## config.mk

```make
export PLATFORM = sky130hd
export DESIGN_NAME = multicycle_controller
export DESIGN_NICKNAME = d
export VERILOG_FILES = /design/src/rtl/multicycle_pkg.sv /design/src/rtl/multicycle_controller_perf_counters.sv /design/src/rtl/multicycle_controller.sv
export SDC_FILE = /design/constraint.sdc
export NUM_CORES = 1
export LEC_CHECK = 0
export BUFFER_PORTS_ARGS = -buffer_cell sky130_fd_sc_hd__clkbuf_2
export CAP_MARGIN = 20
export CORE_MARGIN = 3
export CORE_UTILIZATION = 57
export DETAILED_ROUTE_END_ITERATION = 10
export PLACE_DENSITY = 0.86
export SLEW_MARGIN = 5
export SYNTH_ARGS = -nofsm -noshare
export SYNTH_HDL_FRONTEND = slang
export SYNTH_SLANG_ARGS = --single-unit
```

## constraint.sdc

```tcl
create_clock -name clk -period 3.4 [get_ports clk]
set_clock_uncertainty 0.15 [all_clocks]
set_input_delay 0.17 -clock clk [delete_from_list [all_inputs] [get_ports clk]]
set_output_delay 0.17 -clock clk [all_outputs]
set_load 0.005 [all_outputs]
```

## src/rtl/multicycle_pkg.sv

```systemverilog
// Shared types and encodings for the multicycle RISC-V controller:
// FSM states, opcodes, ALU_op codes and trap causes.
package multicycle_pkg;

  typedef enum logic [2:0] {
    S_FETCH  = 3'd0,
    S_DECODE = 3'd1,
    S_EXEC   = 3'd2,
    S_MEM    = 3'd3,
    S_WB     = 3'd4,
    S_HALT   = 3'd5,
    S_TRAP   = 3'd6
  } state_t;

  localparam logic [6:0] OP_R      = 7'b0110011;
  localparam logic [6:0] OP_I      = 7'b0010011;
  localparam logic [6:0] OP_LOAD   = 7'b0000011;
  localparam logic [6:0] OP_STORE  = 7'b0100011;
  localparam logic [6:0] OP_BRANCH = 7'b1100011;

  localparam logic [1:0] ALU_ADD   = 2'b00;
  localparam logic [1:0] ALU_SUB   = 2'b01;
  localparam logic [1:0] ALU_FUNCT = 2'b10;

  localparam logic [1:0] CAUSE_NONE    = 2'd0;
  localparam logic [1:0] CAUSE_ILLEGAL = 2'd1;
  localparam logic [1:0] CAUSE_IMEM    = 2'd2;
  localparam logic [1:0] CAUSE_DMEM    = 2'd3;

  function automatic logic is_legal(input logic [6:0] op);
    return (op == OP_R) || (op == OP_I) || (op == OP_LOAD) ||
           (op == OP_STORE) || (op == OP_BRANCH);
  endfunction

endpackage

```

## src/rtl/multicycle_controller_perf_counters.sv

```systemverilog
// Free-running cycle counter and retired-instruction counter; both wrap.
module perf_counters #(
  parameter int CNT_W = 32
) (
  input  logic             clk,
  input  logic             rst,
  input  logic             retire,
  output logic [CNT_W-1:0] cycle_count,
  output logic [CNT_W-1:0] instret_count
);

  logic [CNT_W-1:0] r_cycle;
  logic [CNT_W-1:0] r_instret;

  always_ff @(posedge clk) begin
    if (rst) begin
      r_cycle   <= '0;
      r_instret <= '0;
    end else begin
      r_cycle <= r_cycle + CNT_W'(1);
      if (retire) r_instret <= r_instret + CNT_W'(1);
    end
  end

  assign cycle_count   = r_cycle;
  assign instret_count = r_instret;

endmodule

```

## src/rtl/multicycle_controller.sv

```systemverilog
// Multicycle sequencer for the RISC-V datapath: fetch/decode/exec/mem/wb
// with memory handshakes, wait timeouts, halt, sticky trap and perf counters.
//
// state  | meaning
// FETCH  | request instruction, latch opcode on imem_ready
// DECODE | check opcode legality
// EXEC   | ALU operation; branches resolve and retire here
// MEM    | data memory access until dmem_ready
// WB     | register file write-back, retire
// HALT   | idle until halt_req drops
// TRAP   | sticky error, left only by rst
module multicycle_controller
  import multicycle_pkg::*;
#(
  parameter int CNT_W       = 32,
  parameter int MEM_TIMEOUT = 16
) (
  input  logic             clk,
  input  logic             rst,
  input  logic [31:0]      instruction,
  input  logic             imem_ready,
  input  logic             dmem_ready,
  input  logic             halt_req,
  output logic             imem_req,
  output logic             ir_write,
  output logic             pc_write,
  output logic             branch,
  output logic             mem_read,
  output logic             mem_write,
  output logic             mem_reg,
  output logic             alu_src,
  output logic             reg_write,
  output logic [1:0]       ALU_op,
  output logic             halted,
  output logic             trap,
  output logic [1:0]       trap_cause,
  output logic [CNT_W-1:0] cycle_count,
  output logic [CNT_W-1:0] instret_count
);

  localparam int WAIT_W = $clog2(MEM_TIMEOUT + 1);
  localparam logic [WAIT_W-1:0] WAIT_LIMIT = WAIT_W'(MEM_TIMEOUT);

  state_t            r_state;
  logic [6:0]        r_opcode;
  logic [WAIT_W-1:0] r_wait_cnt;
  logic [1:0]        r_trap_cause;

  logic [WAIT_W-1:0] w_wait_next;
  logic              w_wait_expired;
  logic              w_fetch_halt;
  logic              w_retire;
  logic [1:0]        w_alu_op;
  logic              w_alu_src;
  logic              w_unused;

  assign w_unused       = ^instruction[31:7];
  assign w_wait_next    = r_wait_cnt + WAIT_W'(1);
  assign w_wait_expired = (w_wait_next == WAIT_LIMIT);
  // A zero wait count in FETCH marks its first cycle, the only point a halt is taken.
  assign w_fetch_halt   = (r_state == S_FETCH) && halt_req && (r_wait_cnt == '0);

  always_ff @(posedge clk) begin
    if (rst) begin
      r_state      <= S_FETCH;
      r_opcode     <= '0;
      r_wait_cnt   <= '0;
      r_trap_cause <= CAUSE_NONE;
    end else begin
      case (r_state)
        S_FETCH: begin
          if (w_fetch_halt) begin
            r_state <= S_HALT;
          end else if (imem_ready) begin
            r_opcode <= instruction[6:0];
            r_state  <= S_DECODE;
          end else if (w_wait_expired) begin
            r_state      <= S_TRAP;
            r_trap_cause <= CAUSE_IMEM;
          end else begin
            r_wait_cnt <= w_wait_next;
          end
        end
        S_DECODE: begin
          if (is_legal(r_opcode)) begin
            r_state <= S_EXEC;
          end else begin
            r_state      <= S_TRAP;
            r_trap_cause <= CAUSE_ILLEGAL;
          end
        end
        S_EXEC: begin
          r_wait_cnt <= '0;
          if (r_opcode == OP_BRANCH) r_state <= S_FETCH;
          else if (r_opcode == OP_LOAD || r_opcode == OP_STORE) r_state <= S_MEM;
          else r_state <= S_WB;
        end
        S_MEM: begin
          if (dmem_ready) begin
            r_wait_cnt <= '0;
            r_state    <= (r_opcode == OP_LOAD) ? S_WB : S_FETCH;
          end else if (w_wait_expired) begin
            r_state      <= S_TRAP;
            r_trap_cause <= CAUSE_DMEM;
          end else begin
            r_wait_cnt <= w_wait_next;
          end
        end
        S_WB: begin
          r_wait_cnt <= '0;
          r_state    <= S_FETCH;
        end
        S_HALT: begin
          if (!halt_req) begin
            r_wait_cnt <= '0;
            r_state    <= S_FETCH;
          end
        end
        S_TRAP:  r_state <= S_TRAP;
        default: r_state <= S_FETCH;
      endcase
    end
  end

  always_comb begin
    w_alu_op  = ALU_ADD;
    w_alu_src = 1'b0;
    case (r_opcode)
      OP_R:              w_alu_op = ALU_FUNCT;
      OP_I:              begin w_alu_op = ALU_FUNCT; w_alu_src = 1'b1; end
      OP_LOAD, OP_STORE: w_alu_src = 1'b1;
      OP_BRANCH:         w_alu_op = ALU_SUB;
      default:           ;
    endcase
  end

  always_comb begin
    imem_req  = 1'b0;
    ir_write  = 1'b0;
    pc_write  = 1'b0;
    branch    = 1'b0;
    mem_read  = 1'b0;
    mem_write = 1'b0;
    mem_reg   = 1'b0;
    alu_src   = 1'b0;
    reg_write = 1'b0;
    ALU_op    = ALU_ADD;
    halted    = 1'b0;
    trap      = 1'b0;
    case (r_state)
      S_FETCH: begin
        if (!w_fetch_halt) begin
          imem_req = 1'b1;
          ir_write = imem_ready;
          pc_write = imem_ready;
        end
      end
      S_EXEC: begin
        ALU_op  = w_alu_op;
        alu_src = w_alu_src;
        branch  = (r_opcode == OP_BRANCH);
      end
      S_MEM: begin
        ALU_op    = ALU_ADD;
        alu_src   = 1'b1;
        mem_read  = (r_opcode == OP_LOAD);
        mem_write = (r_opcode == OP_STORE);
      end
      S_WB: begin
        ALU_op    = w_alu_op;
        alu_src   = w_alu_src;
        reg_write = 1'b1;
        mem_reg   = (r_opcode == OP_LOAD);
      end
      S_HALT:  halted = 1'b1;
      S_TRAP:  trap   = 1'b1;
      default: ;
    endcase
    if (rst) begin
      imem_req  = 1'b0;
      ir_write  = 1'b0;
      pc_write  = 1'b0;
      branch    = 1'b0;
      mem_read  = 1'b0;
      mem_write = 1'b0;
      mem_reg   = 1'b0;
      alu_src   = 1'b0;
      reg_write = 1'b0;
      ALU_op    = ALU_ADD;
      halted    = 1'b0;
      trap      = 1'b0;
    end
  end

  assign trap_cause = rst ? CAUSE_NONE : r_trap_cause;

  assign w_retire = !rst &&
                    (((r_state == S_EXEC) && (r_opcode == OP_BRANCH)) ||
                     ((r_state == S_MEM) && (r_opcode == OP_STORE) && dmem_ready) ||
                     (r_state == S_WB));

  perf_counters #(.CNT_W(CNT_W)) u_perf (
    .clk          (clk),
    .rst          (rst),
    .retire       (w_retire),
    .cycle_count  (cycle_count),
    .instret_count(instret_count)
  );

endmodule

```

==> results.sh <==
export IMPL_outcome="finished, final reports clean"
export IMPL_cts_clk_slew_worst_paths_ns=0.09
export IMPL_cap_viol_max_count=0
export IMPL_drtIter0Drc=246
export IMPL_yosysSeqAreaShare_pct=38.7
export IMPL_slew_headroom_pct=51.4
export IMPL_synthArstFlopShare_pct=0
export IMPL_dieArea_um2=8420
export IMPL_grt_remaining_overflow=0
export IMPL_drc=0
export IMPL_numClockSinks=81
export IMPL_synthMuxAreaShare_pct=2.15
export IMPL_synth_edff_count=0
export IMPL_drive_above_1_share_pct=20.4
export IMPL_die_y_um=91.7
export IMPL_routabilityCongestion=0.845
export IMPL_r2r_setup_slack_ns=0.76
export IMPL_worstSetupStartpointType="register"
export IMPL_synth_area_top_cells="dfxtp_1 39%, nor2_1 6.1%, xnor2_1 5.9%"
export IMPL_tightest_slew_ns=0.725
export IMPL_synth_simple_gate_area_share_pct=31.0
export IMPL_nets=624
export IMPL_worst_skew_pair_late_latency_ns=0.35
export IMPL_setup_viol=0
export IMPL_crit_path_max_fanout=17
export IMPL_yosysWarnings=0
export IMPL_synth_fp_nets=544
export IMPL_required_ns=3.49
export IMPL_antennaDiodeCount=0
export IMPL_synth_most_common_cell="dfxtp_1"
export IMPL_grtUsageTotal_pct=23.4
export IMPL_port_buffers=90
export IMPL_grt_setup_unrepaired="false"
export IMPL_htree_levels=3
export IMPL_worstPathArrival_ns=2.73
export IMPL_max_stage_delay_ns=0.77
export IMPL_critical_path_top_delay_family="simple AND/OR/NAND/NOR gates"
export IMPL_nFillCells=549
export IMPL_antenna_left=0
export IMPL_synth_fa_ha_area_share_pct=1.19
export IMPL_grt_pass1_wl_um=16500
export IMPL_dr_pass1_iters=5
export IMPL_wl_per_cell_um=14.6
export IMPL_end_kind="register"
export IMPL_synth_top_family_by_area="simple AND/OR/NAND/NOR gates"
export IMPL_setup_tns_ns=0
export IMPL_totalWireLength_um=10000
export IMPL_vdd_drop_max_mv=0.299
export IMPL_grt_antenna_before_repair=0
export IMPL_path_cells="nand4b_1 > or4_1 > a311oi_1 > xnor2_1 > nor2_1"
export IMPL_yosys_register_bits=81
export IMPL_ys_types=51
export IMPL_fmax_mhz=379
export IMPL_tritoncts="built"
export IMPL_avgSynthCellArea_um2=8.33
export IMPL_start_util_pct=60.3
export IMPL_critical_path_slowest_cell="or4_1"
export IMPL_period_share_pct=77.7
export IMPL_grt_start_max_net_pins=34
export IMPL_leakage_nw=1.81
export IMPL_synth_flop_cell="dfxtp_1"
export IMPL_p_per_area_nw_per_um2=456
export IMPL_crit_type="reg -> reg"
export IMPL_area_delta_synth_final_pct=17.0
export IMPL_synthCells=503
export IMPL_core_area_um2=6940
export IMPL_final_hold_violation_count=0
export IMPL_ios=116
export IMPL_period_minus_slack_ns=2.64
export IMPL_yosys_area_top_type="dfxtp_1"
export IMPL_syn_area_um2=4190
export IMPL_rows=30
export IMPL_hpwl_um=7000
export IMPL_report_final_slew_viol_count=0
export IMPL_cts_root_buf="clkbuf_8"
export IMPL_clockBufferDepth=2
export IMPL_grt_pass1_vias=3529
export IMPL_netlist_top_cells_count="81 x dfxtp_1, 68 x nor2_1, 34 x nand3_1"
export IMPL_hp_class="in -> reg"
export IMPL_synth_compound_area_share_pct=13.7
export IMPL_die_x_um=91.7
export IMPL_path_buf_inv=0
export IMPL_layout_setup_ws_ns=0.758
export IMPL_post_place_ws_ns=0.790
export IMPL_synth_top_area_share_pct=38.7
export IMPL_synth_xor_area_share_pct=8.99
export IMPL_cts_buffers=9
export IMPL_utilization_pct=70.6
export IMPL_cts_setup_buffers=0
export IMPL_dr_total_vias=4014
export IMPL_drt_vias_per_instance=5.87
-- cell type report --
type | count | area (µm²) | share of cell area (%)
clock buffer | 10 | 138 | 2.81
clock inverter | 6 | 51.3 | 1.05
inverter | 13 | 48.8 | 0.995
multi-input combinational | 379 | 2390 | 48.7
sequential | 81 | 1620 | 33.1
tap | 96 | 120 | 2.45
timing repair buffer | 99 | 536 | 10.9
-- kinds of logic after synthesis --
kind of cell	count (synthesis)
xor+xnor	43
flops	81
fa+ha+maj	4
buf+inv	43
compound gates	86
mux	9
simple gates	237
-- tightest hold or removal path: stages --
cell      delay, ns
clkbuf_2       0.13
o32a_1         0.17
a211oi_1       0.06
-- cell usage in the layout, fill, tap and decap left out, types with 7 or more instances in the layout --
master / Yosys / layout
nor4_1: 10 / 10
nor2_1: 68 / 68
and4_1: 10 / 10
nand2_1: 25 / 25
nand3_1: 34 / 34
o21ai_0: 15 / 15
nand2b_1: 9 / 9
inv_1: 13 / 13
a31oi_1: 8 / 8
dfxtp_1: 81 / 81
clkbuf_2: 0 / 90
xor2_1: 15 / 15
or4_1: 10 / 10
mux2i_1: 9 / 9
nor3_1: 11 / 11
and3_1: 9 / 9
a21oi_1: 32 / 32
clkbuf_8: 0 / 10
nand4_1: 17 / 17
xnor2_1: 28 / 28
or3_1: 10 / 10
dlygate4sd3_1: 0 / 7
o31ai_1: 8 / 8
-- power breakdown --
part	switching [mW]	total [mW]	internal, mW
Combinational	0.262	0.450	0.188
Sequential	0.109	1.11	1.00
Clock	0.384	0.678	0.294
-- routing by layer --
metal	global-route usage [%]	up-vias	share of wire, %	routed length, µm
li1	-	1986	-	-
met1	31.2	1869	44	4440
met2	38.5	145	49	4870
met3	3.77	14	5.7	571
met4	7.92	0	1.3	132
met5	0	-	0	0
-- sequential cells by signal (all words and copies together), names as in the netlist --
| register | count |
|---|---|
| r_wait_cnt | 5 |
| u_perf.cycle_count | 32 |
| r_trap_cause | 2 |
| r_state | 3 |
| u_perf.instret_count | 32 |
| r_opcode | 7 |
-- through the flow --
| stage | area [µm²] | hold WS, ns | instances | power, mW |
|---|---|---|---|---|
| after global placement | 4650 | 0.251 | 661 | 1.54 |
| after detailed placement | 4650 | 0.259 | 661 | 1.56 |
| final | 4900 | 0.0798 | 684 | 2.24 |
| after global routing | 4900 | 0.114 | 684 | 2.34 |
| after CTS | 4900 | 0.0672 | 684 | 2.23 |
| after floorplan | 4190 | 0.164 | 503 | 1.45 |
-- timing repair --
action                                 4_1_cts  5_1_grt
resized for setup                            0        0
endpoints found under the hold margin        7        0
hold buffers                                 7        0
-- final timing paths --
kind,start,to,depth (start not counted)
worst min register to register,u_perf.instret_count[31]$_SDFFE_PP0P_,u_perf.instret_count[31]$_SDFFE_PP0P_,2
worst max-delay path,r_state[0]$_SDFFE_PP0N_,u_perf.instret_count[5]$_SDFFE_PP0P_,5
worst min-delay path,dmem_ready,r_state[0]$_SDFFE_PP0N_,3
worst max register to register,r_state[0]$_SDFFE_PP0N_,u_perf.instret_count[5]$_SDFFE_PP0P_,5
Power figures use the tool's default switching activity.
